--- src/rtl/apb_event_slave.sv ---
// ----------------------------------------------------------------------------
// apb_event_slave
//   APB completer for the event-to-APB master. It holds three 32-bit event
//   mailboxes (EVT_A/B/C) and a saturating write counter for each mailbox.
//   Every committed mailbox write produces a one-cycle event strobe.
//   A programmable number of wait states is inserted before PREADY.
//   Unmapped addresses are answered with PSLVERR.
//
// Ports
//   clk, rst            clock (posedge), asynchronous active-low reset
//   psel_i, penable_i   APB select / access-phase enable
//   paddr_i, pwrite_i   full 32-bit address, 1 = write
//   pwdata_i            write data
//   pready_o            transfer complete (one cycle, from the state register)
//   prdata_o            read data, zero unless pready_o=1 on a read
//   pslverr_o           unmapped access, valid only with pready_o
//   evt_a/b/c_o         one-cycle pulse after a committed write to EVT_A/B/C
// ----------------------------------------------------------------------------
module apb_event_slave #(
    parameter int WAIT_CYCLES = 1,   // 0..15
    parameter int CNT_W       = 8    // 1..10
) (
    input  logic        clk,
    input  logic        rst,
    input  logic        psel_i,
    input  logic        penable_i,
    input  logic [31:0] paddr_i,
    input  logic        pwrite_i,
    input  logic [31:0] pwdata_i,
    output logic        pready_o,
    output logic [31:0] prdata_o,
    output logic        pslverr_o,
    output logic        evt_a_o,
    output logic        evt_b_o,
    output logic        evt_c_o
);

    localparam logic [31:0] ADDR_EVT_A = 32'h1000_1000;
    localparam logic [31:0] ADDR_EVT_B = 32'h2000_2000;
    localparam logic [31:0] ADDR_EVT_C = 32'h3000_3000;
    localparam logic [31:0] ADDR_CNT   = 32'h4000_0000;

    typedef enum logic [1:0] {IDLE, WAIT, DONE} state_t;

    state_t           state, state_nxt;
    logic [3:0]       wcnt, wcnt_nxt;
    logic [31:0]      evt_a_q, evt_b_q, evt_c_q;
    logic [CNT_W-1:0] cnt_a, cnt_b, cnt_c;
    logic [31:0]      cnt_word;
    logic             sel_a, sel_b, sel_c, sel_cnt, mapped;
    logic             commit;

    // ------------------------------------------------------------------
    // Transfer FSM
    // ------------------------------------------------------------------
    always_ff @(posedge clk or negedge rst) begin
        if (!rst) begin
            state <= IDLE;
            wcnt  <= 4'd0;
        end else begin
            state <= state_nxt;
            wcnt  <= wcnt_nxt;
        end
    end

    always_comb begin
        state_nxt = state;
        wcnt_nxt  = wcnt;
        case (state)
            IDLE: begin
                // Only a setup phase starts a transfer; a stray penable
                // without a fresh setup is ignored.
                if (psel_i && !penable_i) begin
                    if (WAIT_CYCLES == 0) begin
                        state_nxt = DONE;
                    end else begin
                        state_nxt = WAIT;
                        wcnt_nxt  = 4'(WAIT_CYCLES);
                    end
                end
            end
            WAIT: begin
                if (!psel_i) begin
                    state_nxt = IDLE;
                    wcnt_nxt  = 4'd0;
                end else if (penable_i) begin
                    wcnt_nxt = wcnt - 4'd1;
                    if (wcnt == 4'd1) state_nxt = DONE;
                end
            end
            DONE: begin
                state_nxt = IDLE;
                wcnt_nxt  = 4'd0;
            end
            default: begin
                state_nxt = IDLE;
                wcnt_nxt  = 4'd0;
            end
        endcase
    end

    // ------------------------------------------------------------------
    // Address decode and response
    // ------------------------------------------------------------------
    assign sel_a   = (paddr_i == ADDR_EVT_A);
    assign sel_b   = (paddr_i == ADDR_EVT_B);
    assign sel_c   = (paddr_i == ADDR_EVT_C);
    assign sel_cnt = (paddr_i == ADDR_CNT);
    assign mapped  = sel_a | sel_b | sel_c | sel_cnt;

    // A write lands only if the master is still in the access phase when
    // DONE ends; dropping psel_i there aborts without side effects.
    assign commit = (state == DONE) && psel_i && penable_i && pwrite_i && mapped;

    // pready_o comes straight from the state flops, so it is glitch-free.
    assign pready_o = (state == DONE);

    always_comb begin
        cnt_word = 32'd0;
        cnt_word[3*CNT_W-1:0] = {cnt_c, cnt_b, cnt_a};
    end

    always_comb begin
        prdata_o  = 32'd0;
        pslverr_o = 1'b0;
        if (state == DONE) begin
            pslverr_o = !mapped;
            if (!pwrite_i) begin
                if (sel_a)   prdata_o = evt_a_q;
                if (sel_b)   prdata_o = evt_b_q;
                if (sel_c)   prdata_o = evt_c_q;
                if (sel_cnt) prdata_o = cnt_word;
            end
        end
    end

    // ------------------------------------------------------------------
    // Mailboxes, counters and event strobes
    // ------------------------------------------------------------------
    function automatic logic [CNT_W-1:0] sat_inc(input logic [CNT_W-1:0] c);
        return (c == {CNT_W{1'b1}}) ? c : c + CNT_W'(1);
    endfunction

    always_ff @(posedge clk or negedge rst) begin
        if (!rst) begin
            evt_a_q <= 32'd0;
            evt_b_q <= 32'd0;
            evt_c_q <= 32'd0;
            cnt_a   <= '0;
            cnt_b   <= '0;
            cnt_c   <= '0;
            evt_a_o <= 1'b0;
            evt_b_o <= 1'b0;
            evt_c_o <= 1'b0;
        end else begin
            // Strobes fire in the cycle after the commit edge, also when
            // the counter is already saturated.
            evt_a_o <= commit && sel_a;
            evt_b_o <= commit && sel_b;
            evt_c_o <= commit && sel_c;
            if (commit) begin
                if (sel_a) begin
                    evt_a_q <= pwdata_i;
                    cnt_a   <= sat_inc(cnt_a);
                end
                if (sel_b) begin
                    evt_b_q <= pwdata_i;
                    cnt_b   <= sat_inc(cnt_b);
                end
                if (sel_c) begin
                    evt_c_q <= pwdata_i;
                    cnt_c   <= sat_inc(cnt_c);
                end
                if (sel_cnt) begin
                    cnt_a <= '0;
                    cnt_b <= '0;
                    cnt_c <= '0;
                end
            end
        end
    end

endmodule

--- config.mk ---
export PLATFORM = sky130hd
export DESIGN_NAME = apb_event_slave
export DESIGN_NICKNAME = d
export VERILOG_FILES = /design/src/rtl/apb_event_slave.sv
export SDC_FILE = /design/constraint.sdc
export NUM_CORES = 1
export LEC_CHECK = 0
export CAP_MARGIN = 5
export CORE_UTILIZATION = 50
export DETAILED_ROUTE_END_ITERATION = 10
export PLACE_DENSITY = 0.77
export RECOVER_POWER = 100
export SKIP_LAST_GASP = 1
export SLEW_MARGIN = 20
export SYNTH_ARGS = -nofsm -noshare
export SYNTH_HDL_FRONTEND = slang
export SYNTH_SLANG_ARGS = --single-unit
--- constraint.sdc ---
create_clock -name clk -period 2.95 [get_ports clk]
set_input_delay 0.4425 -clock clk [delete_from_list [all_inputs] [get_ports clk]]
set_output_delay 0.4425 -clock clk [all_outputs]
set_load 0.02 [all_outputs]
Word-level counts from Yosys, hierarchy flattened
Index checks and enable logic that the tools add are counted.
Widths: inputs -> output; s select.

word-level totals
  output and inout bits = 37
  memories = 0
  input bits = 69
  bits in registers = 129
  logic and storage cells = 81
  bits in latches = 0
  memory bits (read-only) = 0
  bits in writable memories = 0

cells by class
  shift-type cells = 0
  mux-type cells = 25
  add/sub/neg operators = 4
  $mul = 0
  magnitude comparators = 0
  bitwise logic cells = 3
  div/mod/pow operators = 0
  equality and inequality tests = 16
  reduce and logical (&&, ||, !) cells = 22

operators by type and width
  cell                  number
  $mux 32               6
  $mux 8                9
  $eq 32x30->1 const B  2
  $eq 32x29->1 const B  1
  $eq 32x31->1 const B  1
  $add 8x1->8 const B   3
  $eq 8x8->1 const B    3
  $mux 4                3
  $reduce_and 3->1      4
  $logic_and 1x1->1     8
  $mux 2                4
  $ne 2x2->1 const B    4
  $pmux 4 s2            1
  $reduce_and 2->1      4
  $ne 3x3->1 const B    2
  $reduce_bool 2->1     3
  $eq 4x1->1 const B    1
  $pmux 2 s2            1
  $sub 4x1->4 const B   1
  $or 1x1->1            3
  $eq 2x1->1 const B    1
  $eq 2x2->1 const B    1
  $logic_not 1->1       2
  $logic_not 2->1       1
  $mux 1                1

Logic depth before layout (Yosys ltp)
Gate-level depths: netlist of the first run.

  word-level depth = 7
  depth in mapped cells = 8
  gate-level depth less buffers = 6

Least setup slack after synthesis of the first run
OpenSTA, ideal clock, no wires.

  path kind = in2out
  from = input port paddr_i[6]
  to = output port prdata_o[14]
  slack = 122 ps
  data required time = 2508 ps
  stages = 6
  arrival = 2385 ps
  path buffers = 1
  cells stage by stage = or4_1 or2_1 nor2_1 clkbuf_1 o21ai_0 a21oi_1

between the ends
  word-level cells in the longest chain between the ends = 7
  elaborated cells on any way between the ends = 10
  classes of those cells = eq/ne: 4; mux: 6

RTL lines
  what          RTL line  source
  from (decl)   27        input logic [31:0] paddr_i,
  $eq 32x29->1  105       assign sel_a = (paddr_i == ADDR_EVT_A);
  $mux 32       129       if (sel_a) prdata_o = evt_a_q;
  $mux 32       130       if (sel_b) prdata_o = evt_b_q;
  $mux 32       131       if (sel_c) prdata_o = evt_c_q;
  $mux 32 *     132       if (sel_cnt) prdata_o = cnt_word;
  $mux 32 *     128       if (!pwrite_i) begin
  $mux 32 *     126       if (state == DONE) begin
  to (decl)     31        output logic [31:0] prdata_o,

Mark *: on every way between the ends. The rest lies on a longest branch, timed or not.

Final worst setup path of the first run
  from = input port paddr_i[24]
  to = output port prdata_o[12]

Same word-level chain as after synthesis.

==> metrics.txt, run 1 <==
status finished, violations left; failing checks negative setup slack; Die W 119 um; syn_nets 673; post-route ant nets 0; via count 5813; # H-tree levels 4; Filler cells 873; global-route wire length before repair 31700 um; Worst setup EP type output pin; power per cell area 443 mW/mm^2; most frequent cell on the critical path buf_4; crit path launch paddr_i[24]; initial DRC count 474; P_int 3280 uW; Clock power frac 51.4%; area of the core 0.0132 mm^2; register area share after synthesis 47.5%; drt via density 6.09; final period utilization 102%; Synth Area in Compound Gates 14.7%; switch share 22.1%; final setup margin -0.0725 ns; Max Root-Sink Buffers 2; Gate power share 6.0%; Yosys reg bits 129; max cap viols 0; largest net degree at the start of global routing 60; Worst-path clk slew 0.06 ns; Post-synth EDFFs 0; Cell Count, Final, Fillers Out 955; top post-synthesis cells by area dfrtp_1 47%, mux2_4 18%, o21ai_0 5.1%; CP Class input port to output pin; Static Leak 0.00447 uW; critical path fanouts, max 8; Routed WL 20100 um; Worst Path Arrival 2.58 ns; overall power 4210 uW; share of layout cells above drive strength 1 38.3%; iteration count of the initial detailed-routing pass 7; post-synthesis cell count 599; mux contribution to synthesized area 20.8%; die area 0.0141 mm^2; dpl hpwl 12200 um; worst-skew pair later-pin latency 0.41 ns; starting density of the core 51.3%; Mapped Avg Cell Area 11.3 um^2; Most used DFF post-synth dfrtp_1; global-route usage over all layers 29.2%; routed len/inst 21.1 um; gpl congestion 0.856; slowest stage cell, crit path clkdlybuf4s50_1; Std-Cell Rows 42; Max Slew Vio Count 0; Die H 119 um; crit-path cells clkdlybuf4s50_1 -> nor4_2 -> nand4_1 -> buf_4 -> nor3_4 -> buf_6 -> buf_8 -> nand2_2 -> a21oi_2 -> buf_4; slowest cell delay on critical path 0.44 ns; reg2reg start state[0]$_DFFE_PN0P_; Worst Path Required 2.51 ns; Yosys warning total 0; adder-cell share of the synthesized area 0.920%; port buffer count 105; initial antenna violation count 0; Layout area overhead 39.7%; clk root buf clkbuf_16; leading area contributor after synthesis dfrtp_1; Fin. Hold Viols 0; Util after Layout 71.7%; CTS tree yes; XOR/XNOR Fraction of Synth Area 0%; ant diodes 0; CTS Buf Count 17; Synth top area share 47.5%; NetSw 930 uW; Worst-Margin Slew 1.41 ns; GRT overflow 0; final setup violation count 26; VDD IR max 0.000363 V; Simple-Gate Fraction of Synth Area 12.7%; Tmin final 3.02 ns; nets@finish 840; I/O Pins 106; Clock Sinks 129; highest clock rate 331 MHz; largest family of logic cells by synthesized area multiplexers; synth unique cells 49; HP Class input port to async pin; Mapped Area 0.00680 mm^2; Hold Buf Count CTS 0; Worst Clk Skew 0.0133 ns; Flop pwr share 42.6%; crit path launch type input port; number of global-route vias before repair 6034; placed insts 910; ys async rst share 100%; Remaining DRCs 0; Slew HR 5.82%
-- cell usage in the layout (no fill, tap or decap), types with 14 or more instances in the layout --
master / netlist / routed
dfrtp_1: 129 / 129
o21ai_2: 0 / 15
nand3_1: 14 / 14
nand2_1: 47 / 46
buf_4: 0 / 68
nor2_1: 24 / 22
a21oi_1: 52 / 31
clkdlybuf4s50_1: 0 / 44
clkbuf_16: 0 / 17
a21oi_2: 0 / 21
o21ai_0: 69 / 44
a22o_1: 20 / 20
mux2_4: 83 / 83
-- synth_stat cells, types with 2 or more instances --
cell and number:
buf_6 9, or4_1 8, mux2_2 7, a21oi_1 52, dfrtp_1 129, and4_1 3, or3_1 15, o31ai_1 4
nor4_4 3, a221o_1 4, nand2b_1 2, a222oi_1 2, and3_1 5, o21ai_0 69, nor3_1 9, ha_1 5
o2111ai_1 2, a22o_1 20, nor2_1 24, a22oi_1 10, clkbuf_1 22, nand4_1 7, inv_1 9, mux2i_1 2
mux2_1 6, nand2_2 3, mux2_4 83, buf_2 2, nand2_1 47, nand3_1 14, nor4_1 4
-- per-layer routing --
metal  global-route usage (%)  up-vias  share of wire (%)  wire length, um
met4                     14.4        0                3.3              663
met3                     7.43       58                7.2             1450
li1                         -     2556                  -                -
met1                     35.9     2917                 39             7840
met2                     47.6      282                 51            10200
met5                        0        -                  0                0
-- worst max-delay path, delay by kind of cell --
kind,cells,cell delay (ns)
AOI/OAI and AO/OA,1,0.17
buffers and inverters,5,1.11
and+or+nand+nor,4,0.84
-- metrics by stage --
stage / worst slack [ns] / setup TNS (ns) / hold slack (ns) / cell area (um^2)
2_1_floorplan: 0.122 / 0 / 0.147 / 6800
3_3_place_gp: -0.709 / -20.41 / 0.474 / 8470
3_5_place_dp: -0.720 / -21.98 / 0.485 / 8470
4_1_cts: 0.00814 / 0 / 0.119 / 9420
5_1_grt: -0.101 / -2.22 / 0.471 / 9500
6_report: -0.0725 / -0.728 / 0.348 / 9500
-- power by group through the flow --
stage          Combinational [uW]  Clock (uW)  Sequential [uW]
3_5_place_dp                  249           0             1820
4_1_cts                       253        2180             1790
6_report                      252        2170             1790
2_1_floorplan                63.5           0             1820
5_1_grt                       275        2270             1790
3_3_place_gp                  237           0             1820
-- path summary, 6_finish.rpt --
check / to / slack (ns) / depth (start not counted)
hold / removal: evt_a_q[10]$_DFFE_PN0P_ / 0.35 / 1
setup reg to reg: cnt_a[3]$_DFFE_PN0P_ / 0.39 / 6
min in group clk: evt_b_q[5]$_DFFE_PN0P_ / 0.50 / 1
setup / recovery: prdata_o[12] / -0.07 / 10
max in group asynchronous: evt_c_q[6]$_DFFE_PN0P_ / 0.64 / 2
hold reg to reg: evt_b_q[5]$_DFFE_PN0P_ / 0.50 / 1
-- cells by family (layout without fill, tap and decap cells) --
| kind of cell | after synthesis | after routing |
|---|---|---|
| AOI/OAI and AO/OA | 167 | 167 |
| and+or+nand+nor | 157 | 157 |
| DFF | 129 | 129 |
| muxes | 98 | 98 |
| buffers and inverters | 43 | 223 |
| adders and majority gates | 5 | 5 |
-- what timing repair did --
action | 4_1_cts | 5_1_grt
resized for setup | 270 | 39
cloned | 6 | 0
setup buffers | 6 | 3
hold endpoints to repair | 0 | 0
endpoints found under the setup margin | 33 | 33
pin swaps | 21 | 18
-- flip-flops by register name, summed over array words and instances, names as in the netlist --
register / flops
cnt_a: 8
cnt_b: 8
cnt_c: 8
evt_a_o: 1
evt_a_q: 32
evt_b_o: 1
evt_b_q: 32
evt_c_o: 1
evt_c_q: 32
state: 2
wcnt: 4
-- layout make-up --
cell class	instances	area, um^2	share of cell area [%]
tap	176	220	2.32
clock buffer	20	457	4.81
timing repair buffer	182	1770	18.7
clock inverter	12	158	1.66
sequential	129	3230	34.0
multi-input combinational	427	3630	38.2
inverter	9	33.8	0.356
(Power assumes the default switching activity.)
==> run 2: changes to the inputs <==
SETUP_SLACK_MARGIN = 0.02   (was not set)
==> run 2 against run 1 <==
The run now ends clean. Worst hold slack barely moved. Utilization barely moved. Non-clock buffer count did not move. Power barely moved. Wire length fell by 0.39%. Clock power barely moved. First-iteration DRC count rose by 15%. Global-route usage did not move.
==> metrics.txt, run 2 (synthesized netlist as in run 1, its figures left out) <==
initial DRC count 543 (was 474); WHS 0.348 ns (about the same); Die H 119 um (unchanged); Remaining DRCs 0 (unchanged); crit path launch type input port (unchanged); CP Class input port to output pin (unchanged); Tmin final 2.95 ns (was 3.02 ns); port buffer count 105 (unchanged); Clock power frac 51.4% (about the same); Flop pwr share 42.6% (about the same); # H-tree levels 4 (unchanged); area of the core 0.0132 mm^2 (unchanged); highest clock rate 339 MHz (was 331 MHz); number of global-route vias before repair 6034 (unchanged); ant diodes 0 (unchanged); final setup violation count 0 (was 26); critical path fanouts, max 8 (unchanged); Clock Sinks 129 (unchanged); max cap viols 0 (unchanged); global-route wire length before repair 31700 um (unchanged); reg2reg start state[0]$_DFFE_PN0P_ (unchanged); VDD IR max 0.000363 V (about the same); CTS tree yes (unchanged); Storage cell area 0.00323 mm^2 (unchanged); drt via density 6.08 (was 6.09); FF-to-FF path depth 6 (unchanged); Util after Layout 71.7% (about the same); HP Class input port to async pin (unchanged); Std-Cell Rows 42 (unchanged); Layout area overhead 39.8% (was 39.7%); die area 0.0141 mm^2 (unchanged); Fin. Hold Viols 0 (unchanged); R2R setup slack 0.41 ns (was 0.39 ns); iteration count of the initial detailed-routing pass 5 (was 7); Slew HR 5.69% (was 5.82%); final period utilization 99.9% (was 102%); starting density of the core 51.3% (unchanged); clk root buf clkbuf_16 (unchanged); via count 5811 (was 5813); CTS Buf Count 17 (unchanged); Setup Total Neg Slack 0 ns (was -0.728 ns); Routed WL 20100 um (about the same); Gate power share 6.0% (about the same); status finished clean (was finished, violations left); worst-skew pair later-pin latency 0.41 ns (about the same); post-route ant nets 0 (unchanged); NetSw 928 uW (was 930 uW); Static Leak 0.00448 uW (was 0.00447 uW); share of layout cells above drive strength 1 38.4% (was 38.3%); Filler cells 875 (was 873); global-route usage over all layers 29.2% (unchanged); I/O Pins 106 (unchanged); Worst-Margin Slew 1.41 ns (about the same); Reg-to-Reg End cnt_a[3]$_DFFE_PN0P_ (unchanged); biggest regs evt_a_q: 32 flops, evt_b_q: 32 flops, evt_c_q: 32 flops (unchanged); Worst Path Required 2.51 ns (about the same); Worst setup EP type output pin (unchanged); Die W 119 um (unchanged); Worst Clk Skew 0.0135 ns (was 0.0133 ns); dpl hpwl 12200 um (unchanged); multi-input gate area in the final layout 0.00363 mm^2 (unchanged); P_int 3280 uW (about the same); Worst-path clk slew 0.06 ns (about the same); GRT overflow 0 (unchanged); nets@finish 840 (unchanged); Worst Path Arrival 2.50 ns (was 2.58 ns); gpl congestion 0.856 (unchanged); switch share 22.0% (was 22.1%); routed len/inst 21.0 um (was 21.1 um); commonest non-fill, non-tap cell in the layout dfrtp_1 (unchanged); Hold Buf Count CTS 0 (unchanged); initial antenna violation count 0 (unchanged); Max Slew Vio Count 0 (unchanged); power per cell area 443 mW/mm^2 (about the same); largest net degree at the start of global routing 60 (unchanged); Max Root-Sink Buffers 2 (unchanged); most frequent cells in the layout 129 x dfrtp_1, 83 x mux2_4, 69 x buf_4 (was 129 x dfrtp_1, 83 x mux2_4, 68 x buf_4)
[run 2: routing by layer]
metal	vias to the layer above	routed length (um)	track usage [%]
met4	0	690	14.4
met3	65	1330	7.43
li1	2560	-	-
met5	-	0	0
met2	265	10000	47.6
met1	2921	7990	35.9
[run 2: final cells by class]
cell class              count  area share [%]
clock buffers              20            4.81
inverters                   9           0.356
repair buffers            182            18.7
multi-input cells         427            38.2
flip-flops and latches    129            34.0
clock inverters            12            1.66
well taps                 176            2.32
[run 2: how the worst max path moves through the flow]
stage	from	end	slack, ns	cells after the start
6_report	paddr_i[24]	prdata_o[12]	0.004	10
5_1_grt	paddr_i[24]	prdata_o[20]	-0.03	10
4_1_cts	paddr_i[28]	prdata_o[12]	0.02	9
3_5_place_dp	paddr_i[14]	prdata_o[12]	-0.72	8
3_3_place_gp	paddr_i[6]	prdata_o[5]	-0.71	8
2_1_floorplan	paddr_i[6]	prdata_o[14]	0.12	6
[run 2: worst max-delay path, cell delays in order]
cell             delay, ns
clkdlybuf4s50_1       0.44
nor4_2                0.31
nand4_1               0.23
buf_4                 0.21
nor3_4                0.19
buf_6                 0.15
buf_8                 0.14
nand2_2               0.06
a21oi_2               0.17
buf_4                 0.17
[run 2: power by group through the flow]
stage / clock, uW / combinational [uW] / sequential (uW)
after CTS: 2180 / 252 / 1790
final: 2160 / 251 / 1790
after global placement: 0 / 237 / 1820
after floorplan: 0 / 63.5 / 1820
after global routing: 2270 / 274 / 1790
after detailed placement: 0 / 249 / 1820
[run 2: stage by stage]
step | total power (uW) | cells | worst slack [ns] | instance area, um^2
2_1_floorplan | 1880 | 599 | 0.122 | 6800
3_3_place_gp | 2060 | 910 | -0.709 | 8470
3_5_place_dp | 2070 | 910 | -0.720 | 8470
4_1_cts | 4220 | 952 | 0.0201 | 9420
5_1_grt | 4340 | 955 | -0.0272 | 9500
6_report | 4210 | 955 | 0.00352 | 9500
[run 2: timing repair]
item / 4_1_cts / 5_1_grt
endpoints found under the setup margin: 33 / 33
buffers inserted: 6 / 3
resized for setup: 272 / 40
pin swaps: 21 / 18
cloned: 6 / 0
